$ cat src/rtl/clk_div_meter.sv
// clk_div_meter: measures period and high time of a divided clock sampled on sys_clk and tracks period lock.
// Optional CLK_DIV_METER_SYNC_IN_EN inserts a 2-flop synchroniser ahead of the sampling register.
module clk_div_meter #(
    parameter int CNT_W    = 8,
    parameter int LOCK_CNT = 4
) (
    input  logic             sys_clk,
    input  logic             sys_rst,
    input  logic             clk_in,
    output logic [CNT_W:0]   period,
    output logic [CNT_W-1:0] high_time,
    output logic             meas_valid,
    output logic             locked,
    output logic             err
);
    localparam int                MW      = $clog2(LOCK_CNT + 1);
    localparam logic [MW-1:0]     LOCK_M  = MW'(LOCK_CNT);
    localparam logic [CNT_W-1:0]  CNT_MAX = '1;

    typedef enum logic {WAIT_EDGE, MEASURE} state_t;

    state_t            state_q, state_d;
    logic              samp_in, samp_p0, samp_p1, rise;
    logic [CNT_W-1:0]  hi_cnt, lo_cnt;
    logic [CNT_W:0]    last_period, new_period;
    logic              prev_vld;
    logic [MW-1:0]     match_cnt, new_match;
    logic              publish, timeout;

    function automatic logic [MW-1:0] sat_inc(input logic [MW-1:0] v);
        return (v == LOCK_M) ? v : v + 1'b1;
    endfunction

    function automatic logic [CNT_W:0] wide_sum(input logic [CNT_W-1:0] a, input logic [CNT_W-1:0] b);
        return {1'b0, a} + {1'b0, b};
    endfunction

`ifdef CLK_DIV_METER_SYNC_IN_EN
    logic sync_p0, sync_p1;
    always_ff @(posedge sys_clk) begin
        if (sys_rst) begin
            sync_p0 <= 1'b1;
            sync_p1 <= 1'b1;
        end else begin
            sync_p0 <= clk_in;
            sync_p1 <= sync_p0;
        end
    end
    assign samp_in = sync_p1;
`else
    assign samp_in = clk_in;
`endif

    // Stage p0/p1: sample and delay; both reset high so a high input at release is not a rise
    always_ff @(posedge sys_clk) begin
        if (sys_rst) begin
            samp_p0 <= 1'b1;
            samp_p1 <= 1'b1;
        end else begin
            samp_p0 <= samp_in;
            samp_p1 <= samp_p0;
        end
    end

    assign rise = samp_p0 & ~samp_p1;

    always_ff @(posedge sys_clk) begin
        if (sys_rst) state_q <= WAIT_EDGE;
        else         state_q <= state_d;
    end

    // A rise coinciding with a saturated counter publishes rather than timing out
    always_comb begin
        state_d = state_q;
        publish = 1'b0;
        timeout = 1'b0;
        case (state_q)
            WAIT_EDGE: if (rise) state_d = MEASURE;
            MEASURE: begin
                if (rise) begin
                    publish = 1'b1;
                end else if (hi_cnt == CNT_MAX || lo_cnt == CNT_MAX) begin
                    timeout = 1'b1;
                    state_d = WAIT_EDGE;
                end
            end
            default: state_d = WAIT_EDGE;
        endcase
    end

    assign new_period = wide_sum(hi_cnt, lo_cnt);
    assign new_match  = (prev_vld && new_period == last_period) ? sat_inc(match_cnt) : '0;

    // Phase counters: the rise cycle itself is the first high cycle
    always_ff @(posedge sys_clk) begin
        if (sys_rst) begin
            hi_cnt <= '0;
            lo_cnt <= '0;
        end else if (rise) begin
            hi_cnt <= CNT_W'(1);
            lo_cnt <= '0;
        end else if (state_q == MEASURE && !timeout) begin
            if (samp_p0) hi_cnt <= hi_cnt + 1'b1;
            else         lo_cnt <= lo_cnt + 1'b1;
        end
    end

    // Stage p2: published measurement, lock tracking and timeout flag
    always_ff @(posedge sys_clk) begin
        if (sys_rst) begin
            period      <= '0;
            high_time   <= '0;
            meas_valid  <= 1'b0;
            locked      <= 1'b0;
            err         <= 1'b0;
            match_cnt   <= '0;
            last_period <= '0;
            prev_vld    <= 1'b0;
        end else begin
            meas_valid <= publish;
            if (publish) begin
                period      <= new_period;
                high_time   <= hi_cnt;
                err         <= 1'b0;
                match_cnt   <= new_match;
                locked      <= (new_match == LOCK_M);
                last_period <= new_period;
                prev_vld    <= 1'b1;
            end else if (timeout) begin
                err       <= 1'b1;
                locked    <= 1'b0;
                match_cnt <= '0;
                prev_vld  <= 1'b0;
            end
        end
    end
endmodule

$ cat config.mk
export PLATFORM = sky130hd
export DESIGN_NAME = clk_div_meter
export DESIGN_NICKNAME = d
export VERILOG_FILES = /design/src/rtl/clk_div_meter.sv
export SDC_FILE = /design/constraint.sdc
export NUM_CORES = 1
export LEC_CHECK = 0
export ABC_AREA = 1
export CAP_MARGIN = 20
export CELL_PAD_IN_SITES_DETAIL_PLACEMENT = 1
export CELL_PAD_IN_SITES_GLOBAL_PLACEMENT = 2
export CORE_MARGIN = 2
export CORE_UTILIZATION = 34
export CTS_BUF_LIST = sky130_fd_sc_hd__clkbuf_4
export DETAILED_ROUTE_END_ITERATION = 8
export PLACE_DENSITY = 0.8
export SYNTH_ARGS = -nofsm -noshare
export SYNTH_HDL_FRONTEND = slang
export SYNTH_SLANG_ARGS = --single-unit
$ cat constraint.sdc
create_clock -name sys_clk -period 2.7 [get_ports sys_clk]
set_clock_uncertainty 0.05 [all_clocks]
set_input_delay 0.405 -clock sys_clk [delete_from_list [all_inputs] [get_ports sys_clk]]
set_output_delay 0.405 -clock sys_clk [all_outputs]
set_load 0.02 [all_outputs]
# Yosys cells after proc, flatten, opt, wreduce, memory -nomap -nowiden
# Index checks and enable logic that the tools add are counted.
[word_totals]
reg_bits = 43
latch_bits = 0
ram_bits = 0
rom_bits = 0
inputBits = 3
out_inout_bits = 20
elab_cells = 56
memories = 0
[classes]
n_addsub = 4
multipliers = 0
n_div = 0
n_lt_le_gt_ge = 0
n_eq_ne = 5
shift = 0
muxes = 18
bitwise = 4
n_reduce_logical = 12
[op_table]
columns = ["op", "n"]
rows = [
  ["$add 8x1->8 const B", 2],
  ["$eq 8x8->1 const B", 2],
  ["$mux 1", 13],
  ["$mux 3", 4],
  ["$add 8x8->9", 1],
  ["$eq 9x9->1", 1],
  ["$eq 3x3->1 const B", 2],
  ["$reduce_and 2->1", 3],
  ["$reduce_bool 2->1", 3],
  ["$reduce_or 2->1", 2],
  ["$add 3x1->3 const B", 1],
  ["$not 1->1", 3],
  ["$logic_and 1x1->1", 2],
  ["$pmux 1 s2", 1],
  ["$and 1x1->1", 1],
  ["$logic_not 1->1", 1],
  ["$logic_or 1x1->1", 1],
]

# Logic depth before layout (Yosys ltp)
# Gate-level depths: netlist of the first run.
[logic_depth]
ltp_word = 9
ltp_mapped = 16
depth_no_buf = 16

# Worst setup path before layout of the first run
# OpenSTA, ideal clock, no wires.
[synth_path]
path_type = "reg2reg"
from = "reg hi_cnt[0]"
to = "reg locked"
setup_ns = 0.066
t_arrival_ns = 1.958
required_ns = 2.584
path_slack_ns = 0.625
stages_incl_launch_ff = 14
n_path_buf = 0
synth_period_minus_slack_ns = 2.075
cell_sequence = "dfxtp_1 ha_1 fa_1 xnor2_1 nand3_1 nor2_1 nand2_1 nor2_1 nand2_1 nor2_2 nand4_1 nor2_2 nand2_1 a21oi_2"
[synth_between]
elab_chain_len = 6
word_cells_on_any_way = 12
classes_between = "add/sub: 1; eq/ne: 3; mux: 5; reduce/logical: 3"
[synth_rtl]
columns = ["item", "line", "rtl"]
rows = [
  ["start, declared", "24", "logic [CNT_W-1:0] hi_cnt, lo_cnt;"],
  ["start signal, assigned", "103", "if (samp_p0) hi_cnt <= hi_cnt + 1'b1;"],
  ["$add 8x8->9", "35", "return {1'b0, a} + {1'b0, b};"],
  ["net new_period[1]", "25", "logic [CNT_W:0] last_period, new_period;"],
  ["$eq 9x9->1", "92", "assign new_match = (prev_vld && new_period == last_period) ? sat_inc(match_cnt) : '0;"],
  ["$logic_and 1x1->1", "92", ""],
  ["$mux 3", "92", ""],
  ["$eq 3x3->1", "126", "locked <= (new_match == LOCK_M);"],
  ["$mux 1", "121", "if (publish) begin"],
  ["end signal, assigned", "126", ""],
  ["end, declared", "13", "output logic locked,"],
]
# The timed path passes the listed nets, and every way through them passes these cells.
# A chain may end at the register's enable or synchronous reset.

# Worst setup path after layout of the first run
[layout_path]
from = "reg hi_cnt[5]"
to = "reg locked"
[layout_between]
elab_chain_len = 6
word_cells_on_any_way = 12
classes_between = "add/sub: 1; eq/ne: 3; mux: 5; reduce/logical: 3"
[layout_rtl]
columns = ["item", "line"]
rows = [
  ["$add 8x8->9 / $eq 8x8->1 (equally long branches)", "35, 82"],
  ["$eq 9x9->1 / $logic_or 1x1->1 (equally long branches)", "92, 82"],
  ["$logic_and 1x1->1 / $mux 1 (equally long branches)", "92, 82"],
  ["$mux 3 / $mux 1 (equally long branches)", "92, 80"],
  ["$eq 3x3->1 / $mux 1 (equally long branches)", "126, 77"],
  ["$mux 1 / $reduce_bool 2->1 (equally long branches)", "n/a"],
]
# Several ways; a longest one is shown, not always the timed one.

==> results.cfg, run 1 <==
[power_and_ir_drop]
p_sw_frac = 0.251
leakage_nw = 1.10
p_int_w = 0.000745
p_sw_w = 0.000250
irDropWorstVdd_uv = 194
seqPwrFrac = 0.648
p_per_area_mw_per_mm2 = 353
clock_power_share = 0.306
combinationalPowerShare = 0.046

[logic_synthesis]
seq_area_frac_synth = 0.352
yosysTopAreaCell = dfxtp_1
ys_ff_latch = 43
synth_top_area_frac = 0.352
synth_area_sq_mm = 0.00245
synthCells = 340
syn_nets = 356
synth_cell_types = 36
ys_warn_count = 0
avgSynthCellArea_sq_um = 7.20
synth.area.top_cells = dfxtp_1 (35%), nand2_1 (12%), nand3_1 (9.0%), inv_1 (6.9%), ha_1 (6.1%)

[setup_path]
rrSetupSlack_ns = 0.37
critPathBufInv = 1
end_kind = register
critPathMaxStageDelay_ns = 0.51
rr_worst_depth = 12
cp_num_cells = 12
crit_arrival_ns = 2.59
crit_chain = ha_1 > nand2_1 > inv_1 > a21oi_1 > nand3_1 > nand3_1 > nand2_1 > nor2_2 > nand4_1 > nor2_2 > nand2_1 > a21oi_2
cp-start-kind = register
cp_top_family = simple AND/OR/NAND/NOR gates
cp_slowest_cell = dfxtp_1
cp.required_ns = 2.96
crit_path_frequent_cell = nand2_1
path_max_fanout = 6
worstSetupPathType = reg -> reg

[detailed_routing]
num_vias = 2243
wirelength_um = 6570
dr.pass1.iters = 4
drt_iter0_drc = 70
post_drt_via_cell_ratio = 4.85
drc = 0
antenna_left = 0
wl_per_cell_um = 14.2

[clock_tree]
cts_tree = built
cts_sinks = 43
postCtsHoldBufs = 0
htree_levels = 2
cts-root-buf = clkbuf_4
cts_resized = 0
numCtsBuffers = 5
cts_buffer_depth = 2
clk_latency_ns = 0.36
cts_setup_buffers = 0
clk_pin_slew_worst_paths_ns = 0.13

[cells_and_area]
antennaDiodeCount = 0
postLayoutCoreUtil = 0.411
nets = 382
final_cell_mix = nand2_1 (77), inv_1 (45), nand3_1 (44)
layout_commonest_cell = nand2_1
drive_above_1_share = 0.0956
area_growth_pct = 15.2

[timing]
setup_tns_ns = 0
rsz0062_at_grt = false
period_needed_ns = 2.33
setup_slack_ns = 0.372
relSlewSlack = 0.693
setup_viol = 0
finalCritPeriodShare = 0.862
slew_violations = 0
final-hold-violation-count = 0
max_freq_mhz = 430
worst_pin_slew_ns = 0.458

[placement]
dpl_worst_slack_ns = 0.380
port_buffers = 22
gp_congestion = 0.788
dp_hpwl_um = 5200

[hold_path]
hold_depth = 2
hold_path.class = reg -> reg

[global_route]
grt_pass1_wl_um = 11100
grt_max_degree = 14
antenna_found_initial = 0
first_global_vias = 2293
grt_use_total = 0.184
overflow = 0

[floorplan]
io_pins = 23
placeableCoreArea_sq_mm = 0.00687
row_count = 30
die_y_um = 88.8
die_x_um = 88.8
die_area_sq_mm = 0.00789
initial_utilization = 0.356

[status]
outcome = completed

[run]
maxCapViolCount = 0
[logic make-up after synthesis]
logic type | count (synthesis) | share of synthesized area
and+or+nand+nor | 161 | 0.308
buffers and inverters | 57 | 0.0930
xor gates and xnor gates | 14 | 0.0501
AOI/OAI and AO/OA | 52 | 0.128
adders and majority gates | 13 | 0.0695
DFF | 43 | 0.352
[worst paths after layout]
| path | from | endpoint |
|---|---|---|
| worst max-delay path | hi_cnt[5] | locked |
| worst min-delay path | high_time[3] | high_time[3] |
| worst max register to register | hi_cnt[5] | locked |
| worst min register to register | high_time[3] | high_time[3] |
[cells in the mapped netlist]
master     instances
a21oi_1           25
a21oi_2            1
and3_1             1
buf_2              2
buf_6              1
clkbuf_1           2
clkinv_2           1
dfxtp_1           43
fa_1               1
ha_1              12
inv_1             45
inv_2              5
inv_4              1
nand2_1           77
nand2_2            6
nand3_1           44
nand3_2            1
nand4_1            6
nand4_4            1
nor2_1            13
nor2_2             6
nor2_4             2
nor3_1             2
nor4_1             1
o2111ai_1          1
o211ai_1           1
o21a_1             2
o21ai_0            9
o21ai_1            5
o21ba_2            1
o22ai_1            4
o31ai_1            2
o32ai_4            1
or2_2              1
xnor2_1            3
xor2_1            11
[worst reg2reg max path: stages (launching register included)]
cell and delay, ns:
dfxtp_1 0.51, ha_1 0.37, nand2_1 0.14, inv_1 0.05, a21oi_1 0.25, nand3_1 0.15, nand3_1 0.11, nand2_1 0.10
nor2_2 0.16, nand4_1 0.11, nor2_2 0.11, nand2_1 0.07, a21oi_2 0.10
[power groups by stage]
| stage | Clock (W) | Sequential, W | Combinational, W |
|---|---|---|---|
| 2_1_floorplan | 0 | 0.000658 | 0.0000321 |
| 3_3_place_gp | 0 | 0.000658 | 0.0000462 |
| 3_5_place_dp | 0 | 0.000659 | 0.0000469 |
| 4_1_cts | 0.000317 | 0.000645 | 0.0000472 |
| 5_1_grt | 0.000336 | 0.000646 | 0.0000534 |
| 6_report | 0.000304 | 0.000645 | 0.0000462 |
[flip-flops by register name, summed over array words and instances, names as in the netlist]
register     flops
last_period      9
hi_cnt           8
high_time        8
lo_cnt           8
match_cnt        3
err              1
locked           1
meas_valid       1
prev_vld         1
samp_p0          1
samp_p1          1
state_q          1
[cell type report]
cell class              instances  area (sq um)
clock buffers                   5          37.5
inverters                      52           199
clock inverters                 2          8.76
fillers                       872          4050
flip-flops and latches         43           861
multi-input cells             240          1360
repair buffers                 24           235
well taps                      96           120
[per-layer routing]
metal  GRT usage  up-vias  wire, um
li1            -     1158         -
met3      0.0308        5       113
met2       0.299       16      3020
met1       0.254     1064      3380
met4      0.0455        0        62
met5           0        -         0
[metrics by stage]
step           hold slack, ns  total power, W  std cells  instance area [sq um]
5_1_grt                 0.467         0.00103        462                   2820
3_5_place_dp            0.423        0.000706        455                   2770
3_3_place_gp            0.413        0.000705        455                   2770
6_report                0.435        0.000995        462                   2820
4_1_cts                 0.441         0.00101        462                   2820
2_1_floorplan           0.396        0.000690        340                   2450
(Power assumes the default switching activity.)
==> inputs of run 2 (changes only) <==
TNS_END_PERCENT = 20   (was not set)
==> results of run 2 <==
No change in the layout: final DEF, timing and power equal those of run 1.
